===== config.mk =====
export PLATFORM = sky130hd
export DESIGN_NAME = pe_op_sequencer
export DESIGN_NICKNAME = d
export VERILOG_FILES = /design/src/rtl/pe_op_sequencer.sv
export SDC_FILE = /design/constraint.sdc
export NUM_CORES = 1
export LEC_CHECK = 0
export CORE_MARGIN = 2
export CORE_UTILIZATION = 51
export DETAILED_ROUTE_END_ITERATION = 8
export PLACE_DENSITY = 0.85
export SYNTH_ARGS = -nofsm -noshare
export SYNTH_HDL_FRONTEND = slang
export SYNTH_SLANG_ARGS = --single-unit

===== constraint.sdc =====
create_clock -name clk -period 2.7 [get_ports clk]
set_input_delay 0.27 -clock clk [delete_from_list [all_inputs] [get_ports clk]]
set_output_delay 0.27 -clock clk [all_outputs]
set_load 0.01 [all_outputs]

===== src/rtl/pe_op_sequencer.sv =====
// pe_op_sequencer: queues PE instructions and issues them one at a time over start/done, with latency timing and timeout.
// Define PE_OP_SEQ_PERF_CNT_EN to add saturating perf_ops/perf_timeouts/perf_busy_cycles outputs.
module pe_op_sequencer #(
  parameter int INSTR_WIDTH    = 32,
  parameter int FIFO_DEPTH     = 4,
  parameter int TIMEOUT_CYCLES = 256,
  parameter int CYC_WIDTH      = 16,
  parameter int OPC_MSB        = 31,
  parameter int OPC_LSB        = 28
) (
  input  logic                     clk,
  input  logic                     rst_n,
  input  logic                     cmd_valid,
  output logic                     cmd_ready,
  input  logic [INSTR_WIDTH-1:0]   cmd_instr,
  input  logic                     flush,
  output logic                     pe_start,
  output logic [INSTR_WIDTH-1:0]   pe_instruction,
  input  logic                     pe_done,
  output logic                     resp_valid,
  input  logic                     resp_ready,
  output logic [1:0]               resp_status,
  output logic [OPC_MSB-OPC_LSB:0] resp_opcode,
  output logic [CYC_WIDTH-1:0]     resp_cycles,
  output logic                     busy,
  output logic                     err_spurious_done
`ifdef PE_OP_SEQ_PERF_CNT_EN
  ,
  output logic [31:0]              perf_ops,
  output logic [15:0]              perf_timeouts,
  output logic [31:0]              perf_busy_cycles
`endif
);
  localparam int PW = $clog2(FIFO_DEPTH);
  localparam int CW = PW + 1;
  localparam logic [1:0] ST_OK = 2'd0, ST_TO = 2'd1, ST_ABORT = 2'd2;
  typedef enum logic [1:0] {IDLE, ISSUE, WAIT, RESP} state_t;
  state_t                   r_state;
  logic [INSTR_WIDTH-1:0]   r_mem [FIFO_DEPTH];
  logic [PW-1:0]            r_wp, r_rp;
  logic [CW-1:0]            r_count;
  logic [INSTR_WIDTH-1:0]   r_instr;
  logic [CYC_WIDTH-1:0]     r_cyc, r_cycles;
  logic [OPC_MSB-OPC_LSB:0] r_opc;
  logic [1:0]               r_status;
  logic                     r_pe_start, r_resp_valid, r_spur, r_grace;
  logic                     w_push, w_pop, w_full, w_empty, w_nop, w_to;
  logic [INSTR_WIDTH-1:0]   w_head;
  logic [CYC_WIDTH-1:0]     w_cyc_inc;
  // depth is a power of two, so the occupancy MSB alone marks full
  assign w_full    = r_count[PW];
  assign w_empty   = r_count == '0;
  assign cmd_ready = rst_n & ~w_full & ~flush;
  assign w_push    = cmd_valid & cmd_ready;
  assign w_pop     = (r_state == IDLE) & ~w_empty & ~flush;
  assign w_head    = r_mem[r_rp];
  assign w_nop     = w_head[OPC_MSB:OPC_LSB] == '0;
  assign w_cyc_inc = r_cyc + CYC_WIDTH'(1);
  assign w_to      = w_cyc_inc == CYC_WIDTH'(TIMEOUT_CYCLES);
  assign busy              = (r_state != IDLE) | ~w_empty;
  assign pe_start          = r_pe_start;
  assign pe_instruction    = r_instr;
  assign resp_valid        = r_resp_valid;
  assign resp_status       = r_status;
  assign resp_opcode       = r_opc;
  assign resp_cycles       = r_cycles;
  assign err_spurious_done = r_spur;
  always_ff @(posedge clk) if (w_push) r_mem[r_wp] <= cmd_instr;
  always_ff @(posedge clk or negedge rst_n) begin
    if (!rst_n) begin
      r_wp    <= '0;
      r_rp    <= '0;
      r_count <= '0;
    end else if (flush) begin
      r_wp    <= '0;
      r_rp    <= '0;
      r_count <= '0;
    end else begin
      r_wp    <= w_push ? r_wp + PW'(1) : r_wp;
      r_rp    <= w_pop ? r_rp + PW'(1) : r_rp;
      r_count <= r_count + CW'(w_push) - CW'(w_pop);
    end
  end
  always_ff @(posedge clk or negedge rst_n) begin
    if (!rst_n) begin
      r_state      <= IDLE;
      r_instr      <= '0;
      r_cyc        <= '0;
      r_cycles     <= '0;
      r_opc        <= '0;
      r_status     <= ST_OK;
      r_pe_start   <= 1'b0;
      r_resp_valid <= 1'b0;
      r_spur       <= 1'b0;
      r_grace      <= 1'b0;
    end else begin
      r_pe_start <= 1'b0;
      r_grace    <= 1'b0;
      r_spur     <= flush ? 1'b0 : r_spur | (pe_done & (r_state != WAIT) & ~r_grace);
      case (r_state)
        IDLE: if (w_pop) begin
          r_opc <= w_head[OPC_MSB:OPC_LSB];
          r_cyc <= '0;
          if (w_nop) begin
            r_state      <= RESP;
            r_resp_valid <= 1'b1;
            r_status     <= ST_OK;
            r_cycles     <= '0;
          end else begin
            r_state    <= ISSUE;
            r_instr    <= w_head;
            r_pe_start <= 1'b1;
          end
        end
        ISSUE: if (flush) begin
          r_state      <= RESP;
          r_resp_valid <= 1'b1;
          r_status     <= ST_ABORT;
          r_cycles     <= r_cyc;
          r_grace      <= 1'b1;
        end else r_state <= WAIT;
        WAIT: begin
          r_cyc <= w_cyc_inc;
          if (flush || pe_done || w_to) begin
            r_state      <= RESP;
            r_resp_valid <= 1'b1;
            r_status     <= flush ? ST_ABORT : pe_done ? ST_OK : ST_TO;
            r_cycles     <= w_cyc_inc;
            r_grace      <= flush;
          end
        end
        RESP: if (resp_ready) begin
          r_state      <= IDLE;
          r_resp_valid <= 1'b0;
        end
        default: r_state <= IDLE;
      endcase
    end
  end
`ifdef PE_OP_SEQ_PERF_CNT_EN
  logic        w_ok_evt, w_to_evt, w_active;
  logic [31:0] r_ops, r_busy_cyc;
  logic [15:0] r_tos;
  assign w_ok_evt = (w_pop & w_nop) | ((r_state == WAIT) & ~flush & pe_done);
  assign w_to_evt = (r_state == WAIT) & ~flush & ~pe_done & w_to;
  assign w_active = (r_state == ISSUE) | (r_state == WAIT);
  always_ff @(posedge clk or negedge rst_n) begin
    if (!rst_n) begin
      r_ops      <= '0;
      r_tos      <= '0;
      r_busy_cyc <= '0;
    end else begin
      r_ops      <= (w_ok_evt && !(&r_ops)) ? r_ops + 32'd1 : r_ops;
      r_tos      <= (w_to_evt && !(&r_tos)) ? r_tos + 16'd1 : r_tos;
      r_busy_cyc <= (w_active && !(&r_busy_cyc)) ? r_busy_cyc + 32'd1 : r_busy_cyc;
    end
  end
  assign perf_ops         = r_ops;
  assign perf_timeouts    = r_tos;
  assign perf_busy_cycles = r_busy_cyc;
`endif
endmodule


# == Word-level counts from Yosys, hierarchy flattened ==
# Memory sizes are Yosys's and may differ from the RTL's.
# Index checks and enable logic that the tools add are counted.
# totals
register_bits,83
ramBits,128
in_bits,38
output_inout_bits,59
wordCells,99
n_memories,1
# classes
n_addsub,5
eq_ne,10
mux,40
n_bitwise,14
reduce_logical,16
# memory_table
name,words,word_bits,rd,rd_ports_with_merged_regs,wr,line,text
r_mem,4,32,1,0,1,39,logic [INSTR_WIDTH-1:0] r_mem [FIFO_DEPTH];
# ops
operator,count
16-bit 2-to-1 mux,5
16-bit one-hot mux with 3 select lines,1
16-bit one-hot mux with 2 select lines,1
2-bit 2-to-1 mux,13
"16-bit by 1-bit adder with 16-bit output, second input constant",1
"16-bit by 9-bit == test with 1-bit output, second input constant",1
1-bit 2-to-1 mux,15
"2-bit != test, second input constant",6
5-bit AND reduction,2
2-bit one-hot mux with 4 select lines,1
2-bit nonzero test,4
1-bit bitwise AND,7
2-bit one-hot mux with 3 select lines,1
3-bit AND reduction,2
1-bit NOT,5
"2-bit by 1-bit adder with 2-bit output, second input constant",2
"2-bit == test, second input constant",2
4-bit zero test,1
1-bit one-hot mux with 4 select lines,1
2-bit AND reduction,2
3-bit by 1-bit adder with 3-bit output,1
3-bit zero test,1
3-bit 2-to-1 mux,1
3-bit nonzero test,1
other kinds (6),8

# == Depth between registers and ports, before layout ==
# logic_depth
depth_word,7
mapped_depth,12
depth_no_buf,12

# == Least setup slack after synthesis ==
# Ideal clock, no wire load.
# synth_timing
kind,reg2reg
from,register r_cyc[2]
to,register r_cycles[10] (netlist: resp_cycles[10])
setup_ns,0.127
t_arrival_ns,2.422
t_required_ns,2.573
slack_ns,0.150
path_stages_with_launch,10
path_buffers,3
synth_period_minus_slack_ns,2.550
path_cell_list,dfrtp_1 > buf_4 > nand3_2 > nor2_1 > or4b_1 > a2111oi_4 > o21a_1 > buf_6 > buf_12 > mux2_1
# synth_between
elab_chain_len,5
elab_cells_between_ends,7
classes_between,add/sub: 1; eq/ne: 2; mux: 2; reduce/logical: 2
# synth_rtl
element,line,text
"start, declared",43,"logic [CYC_WIDTH-1:0] r_cyc, r_cycles;"
"start signal, assigned",123,r_cyc <= w_cyc_inc;
16-bit by 1-bit adder with 16-bit output (*),58,assign w_cyc_inc = r_cyc + CYC_WIDTH'(1);
16-bit by 9-bit == test with 1-bit output,59,assign w_to = w_cyc_inc == CYC_WIDTH'(TIMEOUT_CYCLES);
1-bit logical OR,124,if (flush || pe_done || w_to) begin
2-bit != test (no source line),--,
5-bit AND reduction (no source line),--,
"end signal, assigned",119,r_cycles <= r_cyc;
"end signal, assigned",128,r_cycles <= w_cyc_inc;
"end, declared",43,
# Mark *: on every way between the ends. The rest lies on a longest branch, timed or not. The select of a mux whose other input is x is not followed.
# A chain may end at the register's enable or synchronous reset.

# == Worst setup path after layout ==
# layout_timing
from,register r_rp[0]
to,register r_cycles[6] (netlist: resp_cycles[6])
# layout_between
elab_chain_len,4
# layout_rtl
element,line,text
"start, declared",40,"logic [PW-1:0] r_wp, r_rp;"
"start signal, assigned",80,r_rp <= w_pop ? r_rp + PW'(1) : r_rp;
memory 4 x 32 bit,--,
4-bit zero test,57,assign w_nop = w_head[OPC_MSB:OPC_LSB] == '0;
2-bit != test (no source line),--,
5-bit AND reduction (no source line),--,
# Every way passes these cells.

==> impl_metrics.tcl <==
set metrics [dict create \
    rows 48 \
    cts.htree.levels 1 \
    critPathCaptureType "register" \
    cts.root.buffer_cell "clkbuf_16" \
    synth_cells 568 \
    setup_viol 0 \
    ys.flop_type "edfxtp_1" \
    drive_gt1_share_pct 23.6 \
    crit_required_ns 3.07 \
    multi_input_area_um2 2800 \
    synth_top_family_by_area "multiplexers" \
    slew_violations 0 \
    synth_mux_area_share_pct 14.5 \
    nFillCells 1207 \
    tightest_slew_ns 0.691 \
    cts.path.max_buffers 3 \
    vias 5431 \
    synth_edf_count 128 \
    hold_violations 0 \
    antenna_found_initial 0 \
    worstPathArrival_ns 2.94 \
    track_usage_pct 21.2 \
    worst_ir_drop_vdd_mv 0.777 \
    synth_fa_ha_area_share_pct 2.05 \
    cts_tree "built" \
    core_um2 17200 \
    drt-total-wl_mm 19.3 \
    power_leakage_nw 4.28 \
    grt_max_degree 44 \
    ys_seq_elements 211 \
    synthArstFlopShare_pct 39.3 \
    fin_crit_ns 2.57 \
    antennaDiodeCount 0 \
    grt_overflow 0 \
    cp-start-kind "register" \
    start_util_pct 51.9 \
    yosysUniqueCellTypes 60 \
    drtIter0Drc 389 \
    final_nets 754 \
    die-area_um2 18600 \
    die_x_um 136 \
    grt_pass1_vias 5501 \
    slew_headroom_pct 53.8 \
    drv_cap 0 \
    ant_nets 0 \
    gp_congestion 0.919 \
    finish.utilization_pct 64.9 \
    clock_skew_ns 0.00877 \
    drc 0 \
    regArea_um2 5920 \
    synth_nets 620 \
    finalCritPeriodShare_pct 95.2 \
    vias_per_cell 5.77 \
    clk_pin_slew_ns 0.06 \
    cts.sinks 211 \
    die-height_um 136 \
    power.density_nw_per_um2 907 \
    dp_hpwl_mm 12.4 \
    grt_pass1_wl_mm 30.5 \
    place.port_buffers 96 \
    fmax_mhz 389 \
    p_total_mw 10.1 \
    detail_route.first_pass.iterations 5 \
    ios 97 \
    clk_latency_ns 0.50 \
    syn_area_um2 8920 \
    synth_compound_area_share_pct 6.24 \
    yosys.area_share.simple_pct 6.90 \
    synth_xor_area_share_pct 1.28 \
    cts_inserted_buffers 22 \
    syn2layout_area_growth_pct 25.1 \
    yosysSeqAreaShare_pct 66.4 \
    status "finished clean" \
    cp_max_fo 18 \
    yosys_warnings 0 \
    criticalPathCategory "reg -> reg" \
    syn_area_per_cell_um2 15.7 \
    wire_per_inst_um 20.5 \
    hp-class "in -> reg" \
]
[where the power goes]
group	leakage, nW	total, mW	internal, mW	switching, mW
combinational	1.70	2.98	1.57	1.41
sequential	2.24	4.15	3.86	0.298
clock	0.347	2.98	1.78	1.20
[what timing repair did]
item / 4_1_cts / 5_1_grt
gates resized for setup: 1 / 10
hold buffers: 1 / 0
setup endpoints to repair: 1 / 15
endpoints found under the hold margin: 40 / 0
setup buffers: 0 / 3
pin swaps: 0 / 2
[worst max-delay path: stages, from the launching register on]
cell     delay (ns)
dfrtp_2        0.45
mux4_2         0.55
nor4_2         0.32
a21oi_1        0.12
nor3_1         0.27
o21a_1         0.22
buf_12         0.17
mux2_2         0.35
[layer usage]
layer	global-route usage, %	share of wire, %
met4	5.27	1.2
met1	28.9	42
met3	5.37	8.1
met5	0	0
met2	34.6	49
[path summary, 6_finish.rpt]
| path | end | startpoint | slack, ns | cells past startpoint |
|---|---|---|---|---|
| max in group asynchronous | r_rp[0] | rst_n | 1.24 | 4 |
| hold / removal | r_mem[1][12] | cmd_instr[12] | 0.40 | 1 |
| hold reg to reg | resp_cycles[14] | resp_cycles[14] | 0.49 | 1 |
| setup / recovery | resp_cycles[6] | r_rp[0] | 0.13 | 7 |
| setup reg to reg | resp_cycles[6] | r_rp[0] | 0.13 | 7 |
| min in group asynchronous | resp_cycles[7] | rst_n | 0.44 | 3 |
[synth_stat cells, drive strengths merged, types with 9 or more instances]
cell	count	area share [%]
clkbuf	20	0.84
a21oi	12	0.67
buf	13	1.0
nand2	21	0.88
mux2	42	5.3
nor2	27	1.1
mux2i	10	1.1
ha	13	1.8
a22oi	10	0.84
nand3	13	0.79
inv	18	0.76
dfrtp	83	23
a21o	9	0.76
edfxtp	128	43
o21ai	25	1.4
mux4	32	8.1
[cells in the final DEF (no fill, tap or decap), types with 3 or more instances in the layout]
cell type,instances
edfxtp_1,128
clkdlybuf4s50_1,94
dfrtp_1,80
buf_4,43
mux2_2,36
mux4_2,32
nor2_1,27
o21ai_0,25
clkbuf_16,23
nand2_1,20
inv_1,18
nand3_1,12
a21oi_1,11
ha_1,11
mux2i_1,10
a22oi_1,10
a21o_1,9
nor3_1,8
o31ai_1,7
xor2_1,7
and2_1,6
mux2_1,6
xnor2_1,5
nor2b_1,4
and3_2,4
a22o_1,4
clkbuf_1,4
clkinv_2,4
buf_12,4
and4_1,3
and3_1,3
or3_1,3
dfrtp_2,3
[metrics by stage]
stage | setup TNS (ns) | hold WS, ns | cells | setup WS, ns | instance area [um2]
after floorplan | 0 | -0.0256 | 568 | 0.150 | 8920
after global placement | 0 | 0.418 | 899 | 0.118 | 10400
after detailed placement | 0 | 0.430 | 899 | 0.0274 | 10400
after CTS | 0 | 0.390 | 939 | 0.0501 | 11100
after global routing | -0.0107 | 0.397 | 942 | -0.0107 | 11200
final | 0 | 0.401 | 942 | 0.130 | 11200
[cells by family after synthesis]
group,after synthesis
muxes,84
adders and majority gates,14
buffers and inverters,52
xor gates and xnor gates,13
DFF,211
AOI/OAI and AO/OA,82
and+or+nand+nor,112
[flip-flops by register name, summed over array words and instances, names as in the netlist, 2 cells and up]
register        cells
r_rp                2
r_wp                2
r_state             2
r_count             3
resp_cycles        16
r_cyc              16
pe_instruction     32
r_mem             128
resp_status         2
resp_opcode         4
[final cells by class]
cell class	instances	area share [%]
Clock buffer	28	5.42
Clock inverter	11	0.998
Inverter	19	0.639
Multi-Input combinational cell	305	25.1
Sequential cell	211	53.1
Tap cell	225	2.52
Timing Repair Buffer	143	12.2
No activity file was read; power rests on OpenSTA's default activity.
